[config.mk]
export PLATFORM = sky130hd
export DESIGN_NAME = st_audio_sample_packer
export DESIGN_NICKNAME = d
export VERILOG_FILES = /design/src/rtl/st_audio_sample_packer.sv
export SDC_FILE = /design/constraint.sdc
export NUM_CORES = 1
export LEC_CHECK = 0
export BUFFER_PORTS_ARGS = -buffer_cell sky130_fd_sc_hd__buf_2
export CAP_MARGIN = 10
export CORE_UTILIZATION = 50
export DETAILED_ROUTE_END_ITERATION = 10
export GPL_TIMING_DRIVEN = 0
export PLACE_DENSITY = 0.69
export SYNTH_ARGS = -nofsm -noshare
export SYNTH_HDL_FRONTEND = slang
export SYNTH_SLANG_ARGS = --single-unit
[constraint.sdc]
create_clock -name clock -period 8.4 [get_ports clock]
set_clock_uncertainty 0.15 [all_clocks]
set_input_delay 1.26 -clock clock [delete_from_list [all_inputs] [get_ports clock]]
set_output_delay 1.26 -clock clock [all_outputs]
set_load 0.01 [all_outputs]
[src/rtl/st_audio_sample_packer.sv]
// Pairs strobed L/R 16-bit samples into {left,right} words, buffers them, presents an Avalon-ST source.
// Define PACKER_CHAN_CHECK_EN to check in_channel order and count sync errors.
module st_audio_sample_packer #(
    parameter int ADDR_W = 2,
    parameter int CNT_W  = 16
) (
    input  logic              clock,
    input  logic              reset,
    input  logic              clear,
    input  logic              in_valid,
    input  logic              in_channel,
    input  logic [15:0]       in_sample,
    output logic [31:0]       out_data,
    output logic              out_valid,
    input  logic              out_ready,
    output logic [ADDR_W:0]   level,
    output logic [CNT_W-1:0]  overflow_count,
    output logic [CNT_W-1:0]  sync_err_count
);
    localparam int DEPTH = 2 ** ADDR_W;
    localparam logic [ADDR_W:0] DEPTH_C = (ADDR_W + 1)'(DEPTH);

    typedef enum logic {WAIT_L = 1'b0, WAIT_R = 1'b1} state_t;

    state_t                       state_q, state_d;
    logic [15:0]                  left_q, left_d;
    logic [DEPTH-1:0][31:0]       mem_q, mem_d;
    logic [ADDR_W-1:0]            wr_q, wr_d, rd_q, rd_d;
    logic [ADDR_W:0]              cnt_q, cnt_d;
    logic [CNT_W-1:0]             ovf_q, ovf_d;
    logic [31:0]                  out_data_q, out_data_d;
    logic                         push, pop, push_ok, full, sync_inc;
    logic [31:0]                  word;

    // Pairing FSM; a clear cycle swallows any strobe.
    always_comb begin
        state_d  = state_q;
        left_d   = left_q;
        push     = 1'b0;
        sync_inc = 1'b0;
        word     = {left_q, in_sample};
        if (clear) begin
            state_d = WAIT_L;
            left_d  = '0;
        end else if (in_valid) begin
            case (state_q)
                WAIT_L: begin
`ifdef PACKER_CHAN_CHECK_EN
                    if (in_channel) begin
                        sync_inc = 1'b1;
                    end else begin
                        left_d  = in_sample;
                        state_d = WAIT_R;
                    end
`else
                    left_d  = in_sample;
                    state_d = WAIT_R;
`endif
                end
                default: begin
`ifdef PACKER_CHAN_CHECK_EN
                    if (!in_channel) begin
                        left_d   = in_sample;
                        sync_inc = 1'b1;
                    end else begin
                        push    = 1'b1;
                        state_d = WAIT_L;
                    end
`else
                    push    = 1'b1;
                    state_d = WAIT_L;
`endif
                end
            endcase
        end
    end

    // A full buffer still accepts a word when the head leaves in the same cycle.
    always_comb begin
        mem_d   = mem_q;
        wr_d    = wr_q;
        rd_d    = rd_q;
        cnt_d   = cnt_q;
        ovf_d   = ovf_q;
        full    = (cnt_q == DEPTH_C);
        pop     = (cnt_q != '0) && out_ready && !clear;
        push_ok = push && (!full || pop);
        if (clear) begin
            wr_d  = '0;
            rd_d  = '0;
            cnt_d = '0;
        end else begin
            if (push_ok) begin
                mem_d[wr_q] = word;
                wr_d        = wr_q + ADDR_W'(1);
            end else if (push && ovf_q != '1) begin
                ovf_d = ovf_q + CNT_W'(1);
            end
            if (pop) rd_d = rd_q + ADDR_W'(1);
            if (push_ok && !pop) cnt_d = cnt_q + (ADDR_W + 1)'(1);
            else if (!push_ok && pop) cnt_d = cnt_q - (ADDR_W + 1)'(1);
        end
        out_data_d = mem_d[rd_d];
    end

    always_ff @(posedge clock or posedge reset) begin
        if (reset) begin
            state_q    <= WAIT_L;
            left_q     <= '0;
            mem_q      <= '0;
            wr_q       <= '0;
            rd_q       <= '0;
            cnt_q      <= '0;
            ovf_q      <= '0;
            out_data_q <= '0;
        end else begin
            state_q    <= state_d;
            left_q     <= left_d;
            mem_q      <= mem_d;
            wr_q       <= wr_d;
            rd_q       <= rd_d;
            cnt_q      <= cnt_d;
            ovf_q      <= ovf_d;
            out_data_q <= out_data_d;
        end
    end

`ifdef PACKER_CHAN_CHECK_EN
    logic [CNT_W-1:0] sync_q, sync_d;

    always_comb begin
        sync_d = sync_q;
        if (sync_inc && sync_q != '1) sync_d = sync_q + CNT_W'(1);
    end

    always_ff @(posedge clock or posedge reset) begin
        if (reset) sync_q <= '0;
        else       sync_q <= sync_d;
    end

    assign sync_err_count = sync_q;
`else
    logic unused_chan;
    assign unused_chan    = &{1'b0, in_channel, sync_inc};
    assign sync_err_count = '0;
`endif

    assign out_data       = out_data_q;
    assign out_valid      = (cnt_q != '0);
    assign level          = cnt_q;
    assign overflow_count = ovf_q;
endmodule

==> flow_summary.json <==
{
  "insertion_delay_ns": 0.44,
  "p_clk_frac": 0.355,
  "hp-start": "mem_q[116]$_DFF_PP0_",
  "initial_core_util": 0.514,
  "synth-edff-count": 0,
  "syn2layout_area_growth_pct": 14.5,
  "synth_top_family_by_area": "multiplexers",
  "min-delay-path-class": "reg -> reg",
  "rsz0062_at_grt": "false",
  "cpMostUsedCell": "nor2_1",
  "sequentialPowerShare": 0.462,
  "period_share": 0.383,
  "hold_violations": 0,
  "ir_drop_uv": 186,
  "end_kind": "flop",
  "synthCells": 629,
  "place_congestion": 0.790,
  "dpl.hpwl_microns": 12100,
  "violations": "design-rule violations",
  "fmax_mhz": 311,
  "synth_area_sq_mm": 0.00933,
  "yosys_warnings": 0,
  "grt_pass1_vias": 5738,
  "setup_viol_count_final": 0,
  "cp.required_ns": 8.55,
  "cp.arrival_ns": 3.37,
  "avgSynthCellArea_sq_um": 14.8,
  "p_leak_uw": 0.00592,
  "cp-startpoint": "out_ready",
  "yosysMostFrequentCell": "dfrtp_1",
  "design_area_sq_mm": 0.0107,
  "startpoint_type": "input port",
  "seq_area_sq_mm": 0.00500,
  "p_sw_uw": 661,
  "die_h_microns": 139,
  "switching_share": 0.271,
  "gr-usage-all-layers": 0.210,
  "slew_viol_final": 0,
  "drt-total-wl_microns": 18600,
  "dr_total_vias": 5151,
  "synth.distinct_cells": 48,
  "clock-root-buffer": "clkbuf_16",
  "slowest_stage": "or4b_4",
  "fillers": 1430,
  "max_cap_violations": 0,
  "cts_max_level": 4,
  "synth_common_cells": "dfrtp_1, mux2_4, mux2i_1",
  "endpoint": "level[2]$_DFFE_PP0P_",
  "fin_cells": 977,
  "critPathMaxStageDelay_ns": 0.58,
  "synth_largest_area_cell": "dfrtp_1",
  "placedCellCount": 944,
  "post-cts-setup-buffer-count": 0,
  "status": "finished with violations",
  "path_clk_slew_ns": 0.07,
  "grt-ovfl-total": 0,
  "clk_path_buf_depth": 2,
  "drtIter0Drc": 209,
  "p_int_uw": 1780,
  "r2r_slack_ns": 5.56,
  "grt_pass1_wl_microns": 31000,
  "worstReg2RegEnd": "level[2]$_DFFE_PP0P_",
  "synth_compound_area_frac": 0.0200,
  "worstRegToRegCells": 7,
  "cts_buffers": 17,
  "grt_antenna_before_repair": 0,
  "yosys-top-cells-area": "dfrtp_1, mux2_4, mux2i_1, buf_12, nand2_1",
  "postPlaceCellArea_sq_mm": 0.0101,
  "synthFlopType": "dfrtp_1",
  "ys_seq_area_frac": 0.537,
  "cp.buffers_inverters": 1,
  "layout_min_cycle_time_ns": 3.22,
  "relSlewSlack": 0.465,
  "synth_xor_area_frac": 0.0141,
  "netlist.area_leader.share": 0.537,
  "die-area_sq_mm": 0.0192,
  "critPathTopFamily": "simple AND/OR/NAND/NOR gates",
  "path_max_fanout": 10,
  "dr.pass1.iters": 8,
  "ctsHoldBuffers": 0,
  "coreArea_sq_mm": 0.0181,
  "powerDensity_mw_per_mm2": 228,
  "worst_slew_pin_slew_ns": 0.802,
  "cp.depth": 8,
  "remaining_drc_errors": 14,
  "rows": 49,
  "io_buffers": 70,
  "post_cts_resized": 0,
  "synthAdderAreaFrac": 0.00885,
  "wl_per_cell_microns": 19.0,
  "vias_per_cell": 5.27,
  "crit_chain": "buf_6 -> or4b_4 -> nand2_1 -> nor2_1 -> fa_1 -> or3_1 -> a311oi_1 -> nor2_1",
  "reg2reg_from": "level[1]$_DFFE_PP0P_",
  "yosys.area_share.simple": 0.0549,
  "die_w_microns": 139,
  "io_pins": 90,
  "synthArstFlopShare": 1.00,
  "muxShareOfSynthArea": 0.310,
  "ant_nets": 0,
  "power_frac_comb": 0.183,
  "grt_max_degree": 116,
  "final_layout_size_suffix_gt1_frac": 0.371,
  "fin_tns_setup_ns": 0,
  "crit_type": "in -> reg",
  "fin_nets": 762,
  "ys_seq_elements": 200,
  "cts_tree": "built",
  "multi_input_area_sq_mm": 0.00387,
  "clkSinkCount": 200
}
-- power by group through the flow --
stage	Clock, uW	Sequential (uW)	Combinational [uW]
after floorplan	0	1170	282
after CTS	885	1130	453
final	867	1130	447
after global placement	0	1140	435
after detailed placement	0	1140	450
after global routing	925	1140	488
-- state kept, by name, indices dropped and copies added (netlist names) --
register,count
mem_q,128
out_data,32
left_q,16
overflow_count,16
level,3
rd_q,2
wr_q,2
state_q,1
-- cells in the final DEF (no fill, tap or decap), types with 12 or more instances in the layout --
master	count
dfrtp_1	200
mux2_4	120
mux2i_1	98
buf_2	74
nand2_1	41
a21oi_1	21
buf_4	20
clkbuf_16	17
conb_1	16
buf_12	12
xnor2_1	12
-- worst register-to-register path, delay by kind of cell (launching register included) --
family / cells / cell delay (ns)
AOI/OAI and AO/OA: 1 / 0.27
adders and majority gates: 1 / 0.42
DFF: 1 / 0.48
and+or+nand+nor: 5 / 1.39
-- how the worst min path moves through the flow --
stage	endpoint	slack (ns)	cells past startpoint
after detailed placement	mem_q[27]$_DFF_PP0_	0.33	1
after global placement	mem_q[64]$_DFF_PP0_	0.32	1
after global routing	mem_q[90]$_DFF_PP0_	0.36	1
final	mem_q[116]$_DFF_PP0_	0.34	1
after CTS	mem_q[1]$_DFF_PP0_	0.35	1
after floorplan	mem_q[127]$_DFF_PP0_	0.31	1
-- metrics by stage --
step / setup WS [ns] / hold WS [ns] / total power [uW] / util
floorplan: 1.54 / 0.310 / 1450 / -
global placement: -0.225 / 0.319 / 1580 / 0.552
detailed placement: 4.73 / 0.328 / 1590 / 0.554
CTS: 5.19 / 0.346 / 2470 / 0.589
global route: 5.09 / 0.358 / 2550 / 0.589
finish: 5.18 / 0.343 / 2440 / 0.589
-- area by class of cell --
class                      instances  share of cell area
multi-input combinational        389               0.362
clock buffer                      18              0.0411
clock inverter                    14              0.0173
tap                              229              0.0268
antenna                            1            0.000234
inverter                           7             0.00316
timing repair buffer              71              0.0354
sequential                       200               0.468
buffer                            48              0.0454
-- metal layers --
metal,up-vias,global-route usage,part of all wire
met5,-,0,0
met2,89,0.357,0.50
met3,19,0.0442,0.039
li1,2378,-,-
met1,2665,0.267,0.44
met4,0,0.0727,0.017
-- logic make-up after synthesis --
group / Yosys count
AND/OR/NAND/NOR: 92
adder cells (fa/ha/maj): 6
AO/OA/AOI/OAI: 32
XOR/XNOR: 15
other: 1
buffers and inverters: 55
flip-flops: 200
multiplexers: 228
No activity file was read; power rests on OpenSTA's default activity.
